===== src/rtl/dm_halt_ctrl.sv =====
// dm_halt_ctrl
//   Debug-mode halt/resume sequencer. Redirects the core fetch to the
//   debug-region halt or exception entry, or back to the saved resume PC,
//   using a valid/ack handshake. It also flags (sticky) any redirect that
//   has waited too long for acknowledgement.
//
// Ports
//   clk_i             clock, rising edge
//   rst_i             synchronous active-high reset
//   haltreq_i         level halt request from the debug module
//   resumereq_i       level resume request from the debug module
//   exception_i       pulse: exception raised while in debug mode
//   dpc_i[31:0]       resume PC, captured when the resume is accepted
//   core_ack_i        core accepts the current redirect
//   redirect_valid_o  redirect request to the core fetch unit
//   redirect_addr_o   redirect target PC
//   halted_o          core is in debug mode
//   running_o         core is executing normally
//   resumeack_o       one-cycle pulse on the first running cycle after resume
//   timeout_o         sticky: a redirect waited TimeoutCycles cycles unacked
module dm_halt_ctrl #(
    parameter logic [31:0] BaseAddr         = 32'd1,
    parameter logic [31:0] HaltAddress      = 32'd10,
    parameter logic [31:0] ExceptionAddress = 32'd12,
    parameter int unsigned TimeoutCycles    = 16
) (
    input  logic        clk_i,
    input  logic        rst_i,
    input  logic        haltreq_i,
    input  logic        resumereq_i,
    input  logic        exception_i,
    input  logic [31:0] dpc_i,
    input  logic        core_ack_i,
    output logic        redirect_valid_o,
    output logic [31:0] redirect_addr_o,
    output logic        halted_o,
    output logic        running_o,
    output logic        resumeack_o,
    output logic        timeout_o
);

    localparam int unsigned     CntW    = $clog2(TimeoutCycles + 1);
    localparam logic [CntW-1:0] CntMax  = CntW'(TimeoutCycles);
    localparam logic [CntW-1:0] CntLast = CntW'(TimeoutCycles - 1);

    // 32-bit sums; any carry out is intentionally dropped.
    localparam logic [31:0] HaltTarget = BaseAddr + HaltAddress;
    localparam logic [31:0] ExcTarget  = BaseAddr + ExceptionAddress;

    typedef enum logic [2:0] {
        StRunning,
        StHaltPend,
        StHalted,
        StExcPend,
        StResumePend
    } state_t;

    state_t          state;
    logic [CntW-1:0] waitCnt;

    // All outputs are flops updated together with the state. The redirect
    // address register also serves as the captured resume PC.
    always_ff @(posedge clk_i) begin
        if (rst_i) begin
            state            <= StRunning;
            waitCnt          <= '0;
            redirect_valid_o <= 1'b0;
            redirect_addr_o  <= '0;
            halted_o         <= 1'b0;
            running_o        <= 1'b1;
            resumeack_o      <= 1'b0;
            timeout_o        <= 1'b0;
        end else begin
            resumeack_o <= 1'b0;
            case (state)
                StRunning: begin
                    // halted_o/running_o are left unchanged until the core
                    // actually accepts the halt redirect.
                    if (haltreq_i) begin
                        state            <= StHaltPend;
                        waitCnt          <= '0;
                        redirect_valid_o <= 1'b1;
                        redirect_addr_o  <= HaltTarget;
                    end
                end

                StHalted: begin
                    if (exception_i) begin
                        state            <= StExcPend;
                        waitCnt          <= '0;
                        redirect_valid_o <= 1'b1;
                        redirect_addr_o  <= ExcTarget;
                    end else if (resumereq_i) begin
                        state            <= StResumePend;
                        waitCnt          <= '0;
                        redirect_valid_o <= 1'b1;
                        redirect_addr_o  <= dpc_i;
                    end
                end

                StHaltPend, StExcPend, StResumePend: begin
                    if (core_ack_i) begin
                        redirect_valid_o <= 1'b0;
                        if (state == StResumePend) begin
                            state       <= StRunning;
                            halted_o    <= 1'b0;
                            running_o   <= 1'b1;
                            resumeack_o <= 1'b1;
                        end else begin
                            state     <= StHalted;
                            halted_o  <= 1'b1;
                            running_o <= 1'b0;
                        end
                    end else begin
                        if (waitCnt != CntMax) begin
                            waitCnt <= waitCnt + CntW'(1);
                        end
                        // Counter reaches the limit on this edge, so the
                        // flag becomes visible in the same following cycle.
                        if (waitCnt >= CntLast) begin
                            timeout_o <= 1'b1;
                        end
                    end
                end

                default: begin
                    state            <= StRunning;
                    redirect_valid_o <= 1'b0;
                    halted_o         <= 1'b0;
                    running_o        <= 1'b1;
                end
            endcase
        end
    end

endmodule


===== config.mk =====
export PLATFORM = sky130hd
export DESIGN_NAME = dm_halt_ctrl
export DESIGN_NICKNAME = d
export VERILOG_FILES = /design/src/rtl/dm_halt_ctrl.sv
export SDC_FILE = /design/constraint.sdc
export NUM_CORES = 1
export LEC_CHECK = 0
export BUFFER_PORTS_ARGS = -buffer_cell sky130_fd_sc_hd__buf_2
export CELL_PAD_IN_SITES_DETAIL_PLACEMENT = 1
export CELL_PAD_IN_SITES_GLOBAL_PLACEMENT = 1
export CORE_ASPECT_RATIO = 0.9
export CORE_MARGIN = 3
export CORE_UTILIZATION = 37
export CTS_BUF_LIST = sky130_fd_sc_hd__clkbuf_4 sky130_fd_sc_hd__clkbuf_8 sky130_fd_sc_hd__clkbuf_16
export DETAILED_ROUTE_END_ITERATION = 12
export PLACE_DENSITY_LB_ADDON = 0.2
export SYNTH_ARGS = -nofsm -noshare
export SYNTH_HDL_FRONTEND = slang
export SYNTH_SLANG_ARGS = --single-unit

===== constraint.sdc =====
create_clock -name clk_i -period 3.3 [get_ports clk_i]
set_clock_uncertainty 0.1 [all_clocks]
set_input_delay 0.33 -clock clk_i [delete_from_list [all_inputs] [get_ports clk_i]]
set_output_delay 0.33 -clock clk_i [all_outputs]
set_load 0.005 [all_outputs]

**Word level (Yosys, flattened, before mapping)**

Cells that the tools add are included.

- Add/sub/neg operators: 1
- $lt $le $gt $ge: 1
- Eq/ne operators: 10
- Multiplexer cells: 27
- Bitwise operators: 3
- Reductions and logical operators: 11

Operator list:

| cell | count |
|---|---|
| $mux 32 | 3 |
| $pmux 32 s2 | 1 |
| $mux 5 | 5 |
| $pmux 5 s3 | 1 |
| $mux 3 | 4 |
| $pmux 3 s3 | 1 |
| $reduce_and 3->1 | 3 |
| $mux 1 | 8 |
| $ne 2x2->1 const B | 4 |
| $eq 3x2->1 const B | 2 |
| $reduce_or 3->1 | 2 |
| $add 5x1->5 const B | 1 |
| $ge 5x4->1 const B | 1 |
| $ne 5x5->1 const B | 1 |
| $reduce_and 5->1 | 1 |
| $pmux 1 s2 | 2 |
| $eq 3x1->1 const B | 1 |
| $eq 3x3->1 const B | 1 |
| $logic_not 3->1 | 1 |
| $ne 3x3->1 const B | 1 |
| $not 1->1 | 3 |
| $pmux 1 s3 | 1 |
| $reduce_bool 3->1 | 1 |
| $mux 2 | 1 |
| 3 further kinds | 3 |

- Bits in registers: 45
- Input port bits: 38
- Output and inout port bits: 37
- Logic and storage cells: 61

**Longest topological paths before layout**

- Depth after elaboration: 4
- Mapped depth: 7
- Depth with buffers taken out: 7

**Least setup slack after synthesis**

No wires, ideal clock.

- Kind: register to register
- From: register waitCnt[0]
- To: register waitCnt[4]
- Setup time: 0.131 ns
- Data arrival time: 1.311 ns
- Required time: 3.069 ns
- Slack: 1.758 ns
- Stages on the path, launching flop included: 7
- Path buffers: 0
- Period minus slack after synthesis: 1.542 ns
- Path through: dfxtp_1 > inv_1 > ha_1 > nor4bb_1 > or2_2 > a21oi_2 > o32ai_1

- Longest elaborated chain between the ends: 4
- Elaborated cells on any way between the ends: 7
- Classes of those cells: add/sub (1); eq/ne (2); mux (3); reduce/logical (1)

Ends and longest elaborated chain:

| what | line | RTL |
|---|---|---|
| from (decl) | 59 | `logic [CntW-1:0] waitCnt;` |
| from (signal assigned) | 116 | `waitCnt <= waitCnt + CntW'(1);` |
| $add 5x1->5 | 116 |  |
| $mux 5 | 115 | `if (waitCnt != CntMax) begin` |
| $mux 5 | 102 | `if (core_ack_i) begin` |
| $pmux 5 s3 | 75 | `case (state)` |

Several ways; a longest one is shown, not always the timed one. The select of a mux whose other input is x is not followed.
A chain may end at the register's enable or synchronous reset.

**Final worst setup path**

- From: register state[1]
- To: register redirect_addr_o[3]

- Longest elaborated chain between the ends: 3
- Elaborated cells on any way between the ends: 7
- Classes of those cells: eq/ne (3); mux (1); reduce/logical (3)

Ends and longest elaborated chain:

| what | line | RTL |
|---|---|---|
| from (decl) | 58 | `state_t state;` |
| from (signal assigned) | 65 | `state <= StRunning;` |
| from (signal assigned) | 80 | `state <= StHaltPend;` |
| from (signal assigned) | 89 | `state <= StExcPend;` |
| $eq 3x2->1 or $logic_not 3->1 (tied branches) | 75 |  |
| $ne 3x3->1 (no line), or another cell as far along | - |  |
| $reduce_and 3->1 (no line) | - |  |
| to (signal assigned) | 83 | `redirect_addr_o <= HaltTarget;` |
| to (signal assigned) | 92 | `redirect_addr_o <= ExcTarget;` |
| to (signal assigned) | 97 | `redirect_addr_o <= dpc_i;` |
| to (decl) | 35 | `output logic [31:0] redirect_addr_o,` |

Several ways; a longest one is shown, not always the timed one.

==> out/results.tsv <==
stage	metric	value	unit
die	Die H	73.14	microns
yosys	synth unique cells	40	
clock_network	post-cts resize count	0	
critical_path	cells along the critical path	nor2b_1 -> and3_1 -> a221oi_1	
run	Max Cap Viol	0	
grt	busiest layer in global routing	met2	
hold_path	hold path depth	3	
grt	grt met1 use	22.55	%
yosys	number of flops mapped to enable cells by yosys	0	
yosys	cells after synthesis	207	
clock_network	CTS root buffer	clkbuf_8	
grt	grt ovf	0	
drt	Routed WL	5.022	mm
power_and_ir_drop	Power Dens Cells	559.8	nW/um^2
clock_network	clock insertion delay at the later pin of the skew report	0.30	ns
place	Cells after DPL	329	
yosys	Async SR Flop Fraction	0	%
clock_network	Max H-tree Level	2	
critical_path	WS Path Type	reg -> reg	
grt	first-pass GRT wire length	7.983	mm
grt	largest net degree at the start of global routing	48	
drt	DRT iter0 DRCs	92	
grt	met2 GRT Util	27.02	%
clock_network	Post-CTS Repair Setup Buffers	0	
die	I/O pin count	75	
yosys	Avg Synthesized Cell Area	8.952	sq um
critical_path	max incr delay on CP	0.91	ns
grt	vias in the first global route	1664	
clock_network	hold_buf cts	0	
critical_path	CP Capture Type	register	
yosys	#FFs+latches synth	45	
place	Routability Congestion	0.7614	
power_and_ir_drop	Peak VDD IR	0.2570	mV
yosys	Synthesized Nets	248	
critical_path	Worst R2R End	redirect_addr_o[3]	
drt	DR DRC count	0	
sta	Final Slew Violations	0	
layout	area grow syn2layout	26.27	%
grt	M3 GR Usage	7.654	%
hold_path	Worst Hold Class	in -> reg	
clock_network	Clock Sinks	45	
yosys	Synth Cell Area	1853	sq um
yosys	Synth Flop Type	dfxtp_1	
sta	Tcrit/Tclk final	68.99	%
layout	layout cells sized above 1	32.85	%
yosys	register area share after synthesis	48.62	%
critical_path	Worst Path Arrival	2.30	ns
critical_path	crit-path max FO	30	
critical_path	RR Startpoint	state[1]	
power_and_ir_drop	leak pwr	1.026	nW
drt	DR pass1 iterations	4	
sta	relative slew slack	26.80	%
hold_path	worst hold path startpoint	dpc_i[26]	
sta	minimum clock period	2.277	ns
drt	Vias/cell	5.199	
layout	fin util	50.50	%
drt	Routed WL per cell	14.95	microns
place	post-DP HPWL	3.518	mm
yosys	synth warn	0	
critical_path	Required @ worst endpoint	3.32	ns
hold_path	WHS Endpoint	redirect_addr_o[26]	
die	Core ar.	4633	sq um
critical_path	worst-case reg-to-reg path depth	3	
sta	Final setup viols	0	
layout	fin cells	336	
clock_network	Num CTS Buffers	5	
die	Initial Utilization	39.99	%
die	row count	23	
sta	Final Hold Fails	0	
drt	Final ANT Viol Nets	0	
grt	total track usage	17.53	%
sta	RSZ-0062 raised after global routing	no	
sta	setup TNS	0	ns
run_status	status	complete, no violations	
die	die area	5894	sq um
clock_network	maximum clock path buffer count	2	
place	IO Port Bufs	74	
drt	via count	1747	
critical_path	slowest CP cell	and3_1	
layout	Final Net Count	315	
sta	Slew @ Worst Pin	1.098	ns
sta	highest clock rate	439.2	MHz
grt	initial antenna violation count	0	
die	Die Width	80.60	microns
clock_network	CTS tree	built	
critical_path	R2R Setup Slk	1.02	ns
clock_network	Clk pin slew, worst setup/hold paths	0.08	ns
critical_path	CP Launch Type	register	
layout	final antenna diode count	0	
==> through the flow <==
step	setup slack [ns]	hold slack (ns)	power (mW)	cell area, sq um
finish	1.023	0.1810	1.310	2340
global route	0.8125	0.1790	1.387	2340
CTS	1.003	0.1730	1.327	2340
detailed placement	1.034	0.3413	0.9187	2236
global placement	1.096	0.3381	0.9113	2236
floorplan	1.758	0.3482	0.8294	1853
==> Yosys cell counts (2+ instances only) <==
| cell type | instances | area (sq um) |
|---|---|---|
| o32ai_1 | 2 | 17.52 |
| nand2_1 | 10 | 37.54 |
| nor3_1 | 6 | 30.03 |
| inv_1 | 10 | 37.54 |
| nand4b_1 | 2 | 17.52 |
| nor2b_1 | 2 | 12.51 |
| nor2_1 | 40 | 150.1 |
| a31oi_1 | 3 | 18.77 |
| o21ai_0 | 2 | 10.01 |
| a211oi_1 | 2 | 15.01 |
| dfxtp_1 | 45 | 900.9 |
| and3_1 | 2 | 12.51 |
| ha_1 | 3 | 37.54 |
| buf_2 | 7 | 35.03 |
| a22oi_1 | 28 | 210.2 |
| nand2b_1 | 4 | 25.02 |
| nor4_1 | 2 | 12.51 |
| a221oi_1 | 2 | 17.52 |
| clkbuf_1 | 5 | 18.77 |
| buf_4 | 2 | 15.01 |
| a21oi_1 | 9 | 45.04 |
==> state kept, by name, indices dropped and copies added (netlist names) <==
register,flops
redirect_addr_o,32
waitCnt,5
state,3
halted_o,1
redirect_valid_o,1
resumeack_o,1
running_o,1
timeout_o,1
==> power breakdown <==
| part | switching [mW] | internal (mW) | total [mW] |
|---|---|---|---|
| sequential | 0.0478 | 0.577 | 0.625 |
| combinational | 0.165 | 0.115 | 0.279 |
| clock | 0.185 | 0.220 | 0.405 |
| total | 0.397 | 0.912 | 1.31 |
==> kinds of logic (layout without fill, tap and decap cells) <==
group | Yosys count | count (layout) | share of synthesized area, %
fa+ha+maj | 3 | 3 | 2.026
simple gates | 76 | 76 | 19.31
flops | 45 | 45 | 48.62
compound gates | 57 | 57 | 22.89
buf+inv | 25 | 92 | 5.942
mux | 1 | 1 | 1.215
==> cell usage in the layout, fill, tap and decap left out, types with 2 or more instances in the layout <==
cell / synthesis / layout
a221oi_1: 2 / 2
ha_1: 3 / 3
o21ai_0: 2 / 2
nor2b_1: 2 / 2
nand2b_1: 4 / 4
clkbuf_8: 0 / 5
and3_1: 2 / 2
o32ai_1: 2 / 2
buf_2: 7 / 74
a22oi_1: 28 / 28
dfxtp_1: 45 / 45
a21oi_1: 9 / 9
nor3_1: 6 / 6
a211oi_1: 2 / 2
inv_1: 10 / 10
nor2_1: 40 / 40
a31oi_1: 3 / 3
nand2_1: 10 / 10
nand4b_1: 2 / 2
nor4_1: 2 / 2
==> critical path, delay by kind of cell, from the launching register on <==
kind | cells | cell delay, ns
flip-flops | 1 | 0.59
AO/OA/AOI/OAI | 1 | 0.28
AND/OR/NAND/NOR | 2 | 1.12
==> routing by layer <==
metal | share of wire (%) | up-vias | wire [microns]
met5 | 0 | - | 0
met2 | 47 | 52 | 2383
met1 | 44 | 829 | 2185
li1 | - | 864 | -
met4 | 0.54 | 0 | 27
met3 | 8.5 | 2 | 426
==> worst max path at each step <==
| stage | startpoint | to | cells after the start |
|---|---|---|---|
| floorplan | waitCnt[0] | waitCnt[4] | 6 |
| global placement | state[1] | redirect_addr_o[11] | 4 |
| detailed placement | state[1] | redirect_addr_o[3] | 3 |
| CTS | state[1] | redirect_addr_o[3] | 3 |
| global route | state[1] | redirect_addr_o[22] | 4 |
| finish | state[1] | redirect_addr_o[3] | 3 |
==> cell type report <==
class	instances	area (sq um)
repair buffers	75	377.9
multi-input cells	137	842.1
clock buffers	5	68.82
fillers	573	2293
inverters	10	37.54
well taps	62	77.57
clock inverters	2	35.03
flip-flops and latches	45	900.9
No activity file was read; power rests on OpenSTA's default activity.
